<file path="src/rtl/sifive_insight_tl_d_echo_tracker.sv">
// sifive_insight_tl_d_echo_tracker
//
// Snoops TileLink A-channel requests and stores each request's echo field in
// a table indexed by source ID. D-channel response beats are counted, and the
// stored echo is presented alongside every D beat. The entry is freed on the
// last beat of the response. Duplicate-source captures and orphan responses
// are reported as registered one-cycle pulses.
//
// Optional feature macro: SIFIVE_INSIGHT_ECHO_PARITY_EN
//   defined   : each entry keeps an even-parity bit over its echo. The parity
//               is re-checked on every D beat that hits, and a mismatch pulses
//               err_parity.
//   undefined : no parity storage; err_parity is tied to 0.
//
// Ports
//   clock, reset_n          clock, asynchronous active-low reset
//   a_valid, a_ready        A handshake (observed only)
//   a_source, a_echo        A source ID and the echo value to capture
//   d_valid, d_ready        D handshake (observed only)
//   d_opcode, d_source,     D opcode, source ID and size (log2 bytes)
//   d_size
//   d_echo, d_echo_hit      echo and hit flag for the current D beat (comb)
//   d_last                  current D beat is the last of its message (comb)
//   outstanding             number of valid table entries
//   err_dup_source          pulse: capture into an entry that was still valid
//   err_orphan_d            pulse: first D beat with no matching entry
//   err_parity              pulse: stored parity mismatch on a D hit
module sifive_insight_tl_d_echo_tracker #(
    parameter int SOURCE_W  = 4,
    parameter int ECHO_W    = 8,
    parameter int SIZE_W    = 4,
    parameter int BEAT_LOG2 = 3
) (
    input  logic                clock,
    input  logic                reset_n,
    input  logic                a_valid,
    input  logic                a_ready,
    input  logic [SOURCE_W-1:0] a_source,
    input  logic [ECHO_W-1:0]   a_echo,
    input  logic                d_valid,
    input  logic                d_ready,
    input  logic [2:0]          d_opcode,
    input  logic [SOURCE_W-1:0] d_source,
    input  logic [SIZE_W-1:0]   d_size,
    output logic [ECHO_W-1:0]   d_echo,
    output logic                d_echo_hit,
    output logic                d_last,
    output logic [SOURCE_W:0]   outstanding,
    output logic                err_dup_source,
    output logic                err_orphan_d,
    output logic                err_parity
);

    localparam int DEPTH = 1 << SOURCE_W;
    localparam logic [SOURCE_W:0] OUT_ONE = 1;

    // Number of D beats in a message: data-carrying opcodes span
    // 2^(size - BEAT_LOG2) beats when larger than one beat.
    function automatic logic [31:0] beats_of(input logic [2:0] op,
                                             input logic [SIZE_W-1:0] size);
        if ((op == 3'd1 || op == 3'd5) && (int'(size) > BEAT_LOG2))
            return 32'd1 << (int'(size) - BEAT_LOG2);
        return 32'd1;
    endfunction

    function automatic logic even_parity(input logic [ECHO_W-1:0] v);
        return ^v;
    endfunction

    logic [DEPTH-1:0]  valid_q;
    logic [ECHO_W-1:0] echo_mem [DEPTH];
    logic [7:0]        beat_cnt;

    logic a_fire, d_fire;
    logic hit, last_beat, release_d, same_src, inc, dec;
    logic err_dup_p1, err_orphan_p1;

    assign a_fire    = a_valid & a_ready;
    assign d_fire    = d_valid & d_ready;
    assign hit       = valid_q[d_source];
    assign last_beat = ({24'd0, beat_cnt} == (beats_of(d_opcode, d_size) - 32'd1));
    assign release_d = d_fire & last_beat & hit;
    assign same_src  = (a_source == d_source);

    // A capture into an entry being released this cycle counts as a fresh
    // allocation, so the release and capture cancel in the outstanding count.
    assign inc = a_fire & (~valid_q[a_source] | (release_d & same_src));
    assign dec = release_d;

    assign d_echo     = (d_valid & hit) ? echo_mem[d_source] : '0;
    assign d_echo_hit = d_valid & hit;
    assign d_last     = d_valid & last_beat;

    // Stage p0 -> p1: table control, beat counter and anomaly pulses
    always_ff @(posedge clock or negedge reset_n) begin
        if (!reset_n) begin
            valid_q       <= '0;
            beat_cnt      <= 8'd0;
            outstanding   <= '0;
            err_dup_p1    <= 1'b0;
            err_orphan_p1 <= 1'b0;
        end else begin
            // Release is applied first so a same-cycle capture wins.
            if (release_d)
                valid_q[d_source] <= 1'b0;
            if (a_fire)
                valid_q[a_source] <= 1'b1;

            if (d_fire)
                beat_cnt <= last_beat ? 8'd0 : beat_cnt + 8'd1;

            case ({inc, dec})
                2'b10:   outstanding <= outstanding + OUT_ONE;
                2'b01:   outstanding <= outstanding - OUT_ONE;
                default: outstanding <= outstanding;
            endcase

            err_dup_p1    <= a_fire & valid_q[a_source] & ~(release_d & same_src);
            err_orphan_p1 <= d_fire & (beat_cnt == 8'd0) & ~hit;
        end
    end

    // Echo payload is data: no reset, contents are meaningless until captured.
    always_ff @(posedge clock) begin
        if (a_fire)
            echo_mem[a_source] <= a_echo;
    end

    assign err_dup_source = err_dup_p1;
    assign err_orphan_d   = err_orphan_p1;

`ifdef SIFIVE_INSIGHT_ECHO_PARITY_EN
    logic [DEPTH-1:0] par_mem;
    logic             err_parity_p1;

    always_ff @(posedge clock) begin
        if (a_fire)
            par_mem[a_source] <= even_parity(a_echo);
    end

    // Stage p0 -> p1: parity check on D hits
    always_ff @(posedge clock or negedge reset_n) begin
        if (!reset_n)
            err_parity_p1 <= 1'b0;
        else
            err_parity_p1 <= d_fire & hit &
                             (even_parity(echo_mem[d_source]) != par_mem[d_source]);
    end

    assign err_parity = err_parity_p1;
`else
    assign err_parity = 1'b0;
`endif

endmodule

</file>
<file path="config.mk">
export PLATFORM = sky130hd
export DESIGN_NAME = sifive_insight_tl_d_echo_tracker
export DESIGN_NICKNAME = d
export VERILOG_FILES = /design/src/rtl/sifive_insight_tl_d_echo_tracker.sv
export SDC_FILE = /design/constraint.sdc
export NUM_CORES = 1
export LEC_CHECK = 0
export CAP_MARGIN = 40
export CORE_ASPECT_RATIO = 0.9
export CORE_UTILIZATION = 50
export CTS_CLUSTER_DIAMETER = 100
export CTS_CLUSTER_SIZE = 14
export DETAILED_ROUTE_END_ITERATION = 16
export HOLD_SLACK_MARGIN = 0.12
export PLACE_DENSITY = 0.69
export SYNTH_ARGS = -nofsm -noshare
export SYNTH_HDL_FRONTEND = slang
export SYNTH_SLANG_ARGS = --single-unit
</file>
<file path="constraint.sdc">
create_clock -name clock -period 16.2 [get_ports clock]
set_input_delay 3.24 -clock clock [delete_from_list [all_inputs] [get_ports clock]]
set_output_delay 3.24 -clock clock [all_outputs]
set_load 0.005 [all_outputs]
</file>
==> results.txt, run 1 <==
Post-synth EDFFs: 128
Root buffer cell: clkbuf_16
Full die area: 0.0155 sq mm
Core area: 0.0147 sq mm
N_diodes: 0
Largest family of logic cells by synthesized area: multiplexers
Total power: 0.994 mW
Area Overhead vs Synth: 17.1%
Max-cap viol count: 0
Yosys reg bits: 159
Gate power share: 0.143
Actual slew at the worst max-slew pin: 0.826 ns
RR Endpoint: outstanding[4]$_DFFE_PN0P_
Number of setup violations in the final report: 0
DR WL met3: 627 um
Required @ worst endpoint: 12.96 ns
Peak supply drop: 94.4 uV
Initial core utilization: 0.510
# port buffers: 44
Post-DRT Antenna Nets: 0
Reg clk slew, reported paths: 0.06 ns
CTS H-tree lvls: 4
Top cell type's share of synthesized area: 0.514
Number of synthesis warnings: 0
Largest net degree at the start of global routing: 45
Worst hold path class: reg2reg
Area leader, netlist: edfxtp_1
Worst Setup Start Kind: input pin
Post-synthesis sequential area ratio: 0.617
Final WS setup: 4.65 ns
Num CTS Buffers: 17
Critical path type: in2out
Top cells by area, synth: edfxtp_1 51%, mux4_2 15%, dfrtp_1 10%
Fin crit period: 11.55 ns
Final-stage net count: 590
Hold EP: outstanding[4]$_DFFE_PN0P_
Final wirelength: 16.1 mm
Post-synth cell types: 52
Origin of the critical flop-to-flop path: beat_cnt[4]$_DFFE_PN0P_
Wire per inst: 21.1 um
Part of the power in registers: 0.486
Remaining DRCs: 0
CP Capture Type: primary output
Vias in the first global route: 4598
Synthesized instance count: 500
Post-synthesis mux area share: 0.152
Syn_nets: 537
Routed metal-1 wirelength: 6.86 mm
Vias: 4538
First-pass GRT wire length: 25.6 mm
Post-cts hold buffer count: 0
# fillers: 1092
Post-Synth XOR/XNOR Area: 0.0268
Mapped Area: 0.00748 sq mm
Status: completed
Top FF cell, synth: edfxtp_1
Die width: 131 um
Sw frac: 0.246
Hold slack final: 0.486 ns
Fraction of layout cells with a size suffix above 1: 0.212
Lkg Pwr: 2.96 nW
Sw Pwr: 0.244 mW
Synth async-reset ratio: 0.195
Metal2 WL: 8.41 mm
Adder-cell share of the synthesized area: 0.0134
Clk sinks: 159
Final Hold Viols: 0
I/O Pins: 47
Setup bufs post-CTS: 0
Reg2Reg Depth: 16
Simple-Gate Fraction of Synth Area: 0.0998
FF-to-FF setup slack: 12.20 ns
Rel. slew slack: 0.449
Gp weighted congestion: 0.838
HPWL after DPL: 11.0 mm
Final Skew: 0.00550 ns
GRT Residual Overflow: 0
CP arrival: 8.31 ns
P per Cell Area: 113 mW/mm^2
RSZ-0062 raised after global routing: no
Clock tree buffer depth: 2
Clock latency on the worst-skew pair: 0.42 ns
Post-synthesis compound-gate area fraction: 0.0639
Hold Crit Start: outstanding[4]$_DFFE_PN0P_
Die H: 118 um
Final period util: 0.713
Cell row count: 42
Pre-CTS setup slack: 4.70 ns
Clock share of power: 0.371
Sum Neg Setup Slack: 0 ns
GRT Overall Usage: 0.232
Cts repair resizes: 0
Initial antenna violation count: 0
First DRT Iteration DRCs: 492
Hold Crit Depth: 1
Top layer used by detailed routing: met4
CTS tree: done
Vias/cell: 5.94
Pins Over Slew Limit: 0
Max Fclk: 0.0866 GHz
TritonRoute pass-1 iters: 5
Critical-path maximum fanout: 13
Syn Area/Cell: 15.0 sq um
Power Internal: 0.749 mW
[power by group through the flow]
stage	logic [mW]	clock network (mW)	registers, mW
2_1_floorplan	0.0909	0	0.486
5_1_grt	0.156	0.391	0.485
3_5_place_dp	0.142	0	0.490
4_1_cts	0.143	0.374	0.482
3_3_place_gp	0.136	0	0.489
6_report	0.142	0.369	0.483
[routing by layer]
layer  vias up  global-route usage
met5         -                   0
li1       2059                   -
met3        23              0.0405
met1      2342               0.318
met2       114               0.374
met4         0              0.0812
[synth_stat cells (3+ instances only)]
cell type  instances
o311ai_0           3
mux4_2            50
nand2_1           20
ha_1               8
o22a_1             4
nand2b_1          11
a211oi_1           5
buf_4              4
inv_1             10
and2_1             5
nor4_1            10
nor3_1            22
nor2_1            47
buf_1              5
and3_1            10
o21ai_0            9
dfrtp_1           31
nor2b_1            4
edfxtp_1         128
xor2_1            12
nand3b_1           3
nand3_1            8
clkbuf_1          22
a21oi_2           10
xnor2_1            9
a21oi_1           18
[through the flow]
| step | util | cell area (sq um) | instances |
|---|---|---|---|
| finish | 0.598 | 8760 | 764 |
| global route | 0.598 | 8760 | 764 |
| CTS | 0.598 | 8760 | 764 |
| detailed placement | 0.560 | 8210 | 732 |
| global placement | 0.551 | 8080 | 719 |
| floorplan | - | 7480 | 500 |
[area by class of cell]
type	instances	area, sq um	area share
Clock inverter	12	111	0.0127
Tap cell	198	248	0.0283
Clock buffer	20	437	0.0498
Multi-Input combinational cell	297	2670	0.304
Timing Repair Buffer	68	643	0.0734
Inverter	10	37.5	0.00428
Sequential cell	159	4620	0.527
[state kept, by name, summed over array words and instances, names as in the netlist]
register,count
err_orphan_d,1
outstanding,5
beat_cnt,8
valid_q,16
err_dup_source,1
echo_mem,128
[logic make-up (layout without fill, tap and decap cells)]
kind of cell	count (synthesis)	after routing
flops	159	159
simple gates	147	147
compound gates	68	68
mux	51	51
buf+inv	44	110
xor+xnor	22	22
fa+ha+maj	8	8
other cells	1	1
[cell usage in the layout (no fill, tap or decap), drive strengths merged, types with 3 or more instances in the layout]
cell / instances
edfxtp: 128
mux4: 50
nor2: 47
clkdlybuf4s50: 42
dfrtp: 31
a21oi: 28
buf: 26
nor3: 22
nand2: 20
clkbuf: 20
xor2: 13
inv: 12
nand2b: 11
nor4: 11
and3: 10
xnor2: 9
o21ai: 9
nand3: 8
ha: 8
clkinv: 7
and2: 5
a211oi: 5
nor2b: 4
o22a: 4
nand3b: 3
o311ai: 3
[how the worst max path moves through the flow]
stage	startpoint	end	slack, ns
finish	d_size[0]	d_last	4.65
global route	d_size[0]	d_last	4.26
CTS	d_size[0]	d_last	4.68
detailed placement	d_size[0]	d_last	4.70
global placement	d_size[0]	d_last	4.89
floorplan	d_size[0]	d_last	6.32
[critical path, stage by stage]
cell and delay [ns]:
clkdlybuf4s50_1 0.70, ha_1 0.44, xor2_2 0.22, and2_1 0.27, a211o_2 0.35, o21ai_0 0.09
ha_1 0.43, inv_1 0.10, o311ai_0 0.38, a32oi_1 0.15, or4_4 0.59, nor3_1 0.62
and2_1 0.22, clkdlybuf4s50_1 0.49
Power figures use the tool's default switching activity.
==> run 2, diff against run 1 <==
==> constraint.sdc (replaced) <==
create_clock -name clock -period 10.96 [get_ports clock]
set_input_delay 2.192 -clock clock [delete_from_list [all_inputs] [get_ports clock]]
set_output_delay 2.192 -clock clock [all_outputs]
set_load 0.005 [all_outputs]
==> results.txt, run 2 (same netlist as run 1, synthesis figures left out) <==
FF-to-FF setup slack: 7.07 ns (was 12.20 ns)
Commonest non-fill, non-tap cell in the layout: edfxtp_1 (unchanged)
CTS H-tree lvls: 4 (unchanged)
First-pass GRT wire length: 24.9 mm (was 25.6 mm)
Most frequent cells in the layout: 128 x edfxtp_1, 50 x mux4_2, 47 x nor2_1 (unchanged)
Reg2Reg Depth: 15 (was 16)
Critical path type: in2out (unchanged)
Number of setup violations in the final report: 0 (unchanged)
Setup bufs post-CTS: 0 (unchanged)
Worst Setup Start Kind: input pin (unchanged)
First DRT Iteration DRCs: 382 (was 492)
Core area: 0.0147 sq mm (unchanged)
CP Capture Type: primary output (unchanged)
Peak supply drop: 127 uV (was 94.4 uV)
# fillers: 1086 (was 1092)
Largest net degree at the start of global routing: 45 (unchanged)
Largest Register: echo_mem (unchanged)
Routed metal-1 wirelength: 6.92 mm (was 6.86 mm)
Sum Neg Setup Slack: 0 ns (unchanged)
Pins Over Slew Limit: 0 (unchanged)
P per Cell Area: 169 mW/mm^2 (was 113 mW/mm^2)
Cts repair resizes: 0 (unchanged)
N_diodes: 0 (unchanged)
Sw frac: 0.241 (was 0.246)
Post-cts hold buffer count: 0 (unchanged)
GRT Residual Overflow: 0 (unchanged)
Remaining DRCs: 0 (unchanged)
Actual slew at the worst max-slew pin: 0.729 ns (was 0.826 ns)
Clk sinks: 159 (unchanged)
Largest regs: echo_mem x128, valid_q x16, beat_cnt x8 (unchanged)
Top layer used by detailed routing: met4 (unchanged)
Fraction of layout cells with a size suffix above 1: 0.209 (was 0.212)
Clock share of power: 0.381 (was 0.371)
Sw Pwr: 0.359 mW (was 0.244 mW)
Storage cell area: 0.00462 sq mm (unchanged)
Critical-path maximum fanout: 13 (unchanged)
Max-cap viol count: 0 (unchanged)
Status: completed (unchanged)
CP arrival: 7.21 ns (was 8.31 ns)
Clock tree buffer depth: 2 (unchanged)
Initial core utilization: 0.510 (unchanged)
Total power: 1.49 mW (was 0.994 mW)
Power Internal: 1.13 mW (was 0.749 mW)
Vias: 4563 (was 4538)
DR WL met3: 891 um (was 627 um)
Num CTS Buffers: 17 (unchanged)
Required @ worst endpoint: 8.77 ns (was 12.96 ns)
RSZ-0062 raised after global routing: no (unchanged)
Max Fclk: 0.106 GHz
Vias in the first global route: 4447 (was 4598)
Final-stage net count: 588 (was 590)
Fin crit period: 9.40 ns
Reg clk slew, reported paths: 0.06 ns (about the same)
Full die area: 0.0155 sq mm (unchanged)
Vias/cell: 5.99 (was 5.94)
Die H: 118 um (unchanged)
Worst hold path class: reg2reg (unchanged)
Max reg flops: 128 (unchanged)
Wire per inst: 20.9 um (was 21.1 um)
Hold EP: outstanding[4]$_DFFE_PN0P_ (unchanged)
Final period util: 0.858
Slowest cell on the critical path: clkdlybuf4s50_1 (unchanged)
Post-DRT Antenna Nets: 0 (unchanged)
Clock latency on the worst-skew pair: 0.42 ns (about the same)
Die width: 131 um (unchanged)
Gate power share: 0.140 (was 0.143)
Initial antenna violation count: 0 (unchanged)
Final Skew: 0.00896 ns (was 0.00550 ns)
Lkg Pwr: 2.96 nW (about the same)
RR Endpoint: outstanding[4]$_DFFE_PN0P_ (unchanged)
Cell row count: 42 (unchanged)
CTS tree: done (unchanged)
Final wirelength: 15.9 mm (was 16.1 mm)
Final Hold Viols: 0 (unchanged)
Rel. slew slack: 0.512 (was 0.449)
Root buffer cell: clkbuf_16 (unchanged)
Part of the power in registers: 0.479 (was 0.486)
HPWL after DPL: 10.8 mm (was 11.0 mm)
GRT Overall Usage: 0.225 (was 0.232)
Final Util: 0.599 (was 0.598)
# port buffers: 44 (unchanged)
Cells along the critical path: clkdlybuf4s50_1, ha_1, xor2_2, and2_1, a211o_2, o21ai_0, ha_1, inv_1, o311ai_0, a32oi_1, or4_4, nor3_1, and2_1, clkdlybuf4s50_1 (unchanged)
Gp weighted congestion: 0.846 (was 0.838)
Metal2 WL: 7.94 mm (was 8.41 mm)
TritonRoute pass-1 iters: 4 (was 5)
I/O Pins: 47 (unchanged)
Hold Crit Depth: 1 (unchanged)
Max incr delay on CP: 0.71 ns (was 0.70 ns)
Area of the multi-input gates: 0.00267 sq mm (unchanged)
Area Overhead vs Synth: 17.3% (was 17.1%)
Hold Crit Start: outstanding[4]$_DFFE_PN0P_ (unchanged)
Origin of the critical flop-to-flop path: valid_q[11]$_DFF_PN0_ (was beat_cnt[4]$_DFFE_PN0P_)
## run 2: cell count changes in the layout (fill, tap and decap cells not counted)
cell,delta
clkinv_4,-4
buf_2,-2
clkbuf_1,-2
clkinv_1,+2
inv_6,+2
buf_4,-1
buf_6,+1
bufinv_16,+1
clkinvlp_4,+1
## run 2: worst max path at each step
stage / start / end
2_1_floorplan: d_size[0] / d_last
3_3_place_gp: d_size[0] / d_last
3_5_place_dp: d_size[0] / d_last
4_1_cts: d_size[0] / d_last
5_1_grt: d_size[0] / d_last
6_report: d_size[0] / d_last
## run 2: final cells by class
class | count | share of cell area
Tap cell | 198 | 0.0282
Sequential cell | 159 | 0.526
Timing Repair Buffer | 66 | 0.0726
Clock buffer | 18 | 0.0489
Inverter | 10 | 0.00428
Multi-Input combinational cell | 297 | 0.304
Clock inverter | 14 | 0.0158
## run 2: power groups by stage
stage                     logic (mW)  clock network [mW]  registers, mW
after CTS                      0.209               0.573          0.712
after detailed placement       0.208                   0          0.724
after floorplan                0.134                   0          0.718
after global routing           0.229               0.599          0.716
after global placement         0.202                   0          0.723
final                          0.209               0.566          0.713
## run 2: through the flow
| step | hold slack [ns] | cells | setup slack, ns | area [sq um] |
|---|---|---|---|---|
| CTS | 0.480 | 762 | 1.55 | 8780 |
| global route | 0.498 | 762 | 1.18 | 8780 |
| detailed placement | 0.469 | 730 | 1.57 | 8210 |
| floorplan | 0.465 | 500 | 3.18 | 7480 |
| finish | 0.475 | 762 | 1.56 | 8780 |
| global placement | 0.456 | 718 | 1.67 | 8080 |
## run 2: critical path: cells and delay by family
kind / cells / cell delay (ns)
XOR/XNOR: 1 / 0.21
AND/OR/NAND/NOR: 4 / 1.70
adder cells (fa/ha/maj): 2 / 0.83
buffers and inverters: 3 / 1.32
AO/OA/AOI/OAI: 4 / 0.93
## run 2: layer usage
metal	up-vias	GRT usage
met2	150	0.351
met5	-	0
met1	2344	0.319
li1	2052	-
met3	17	0.0432
met4	0	0.0769
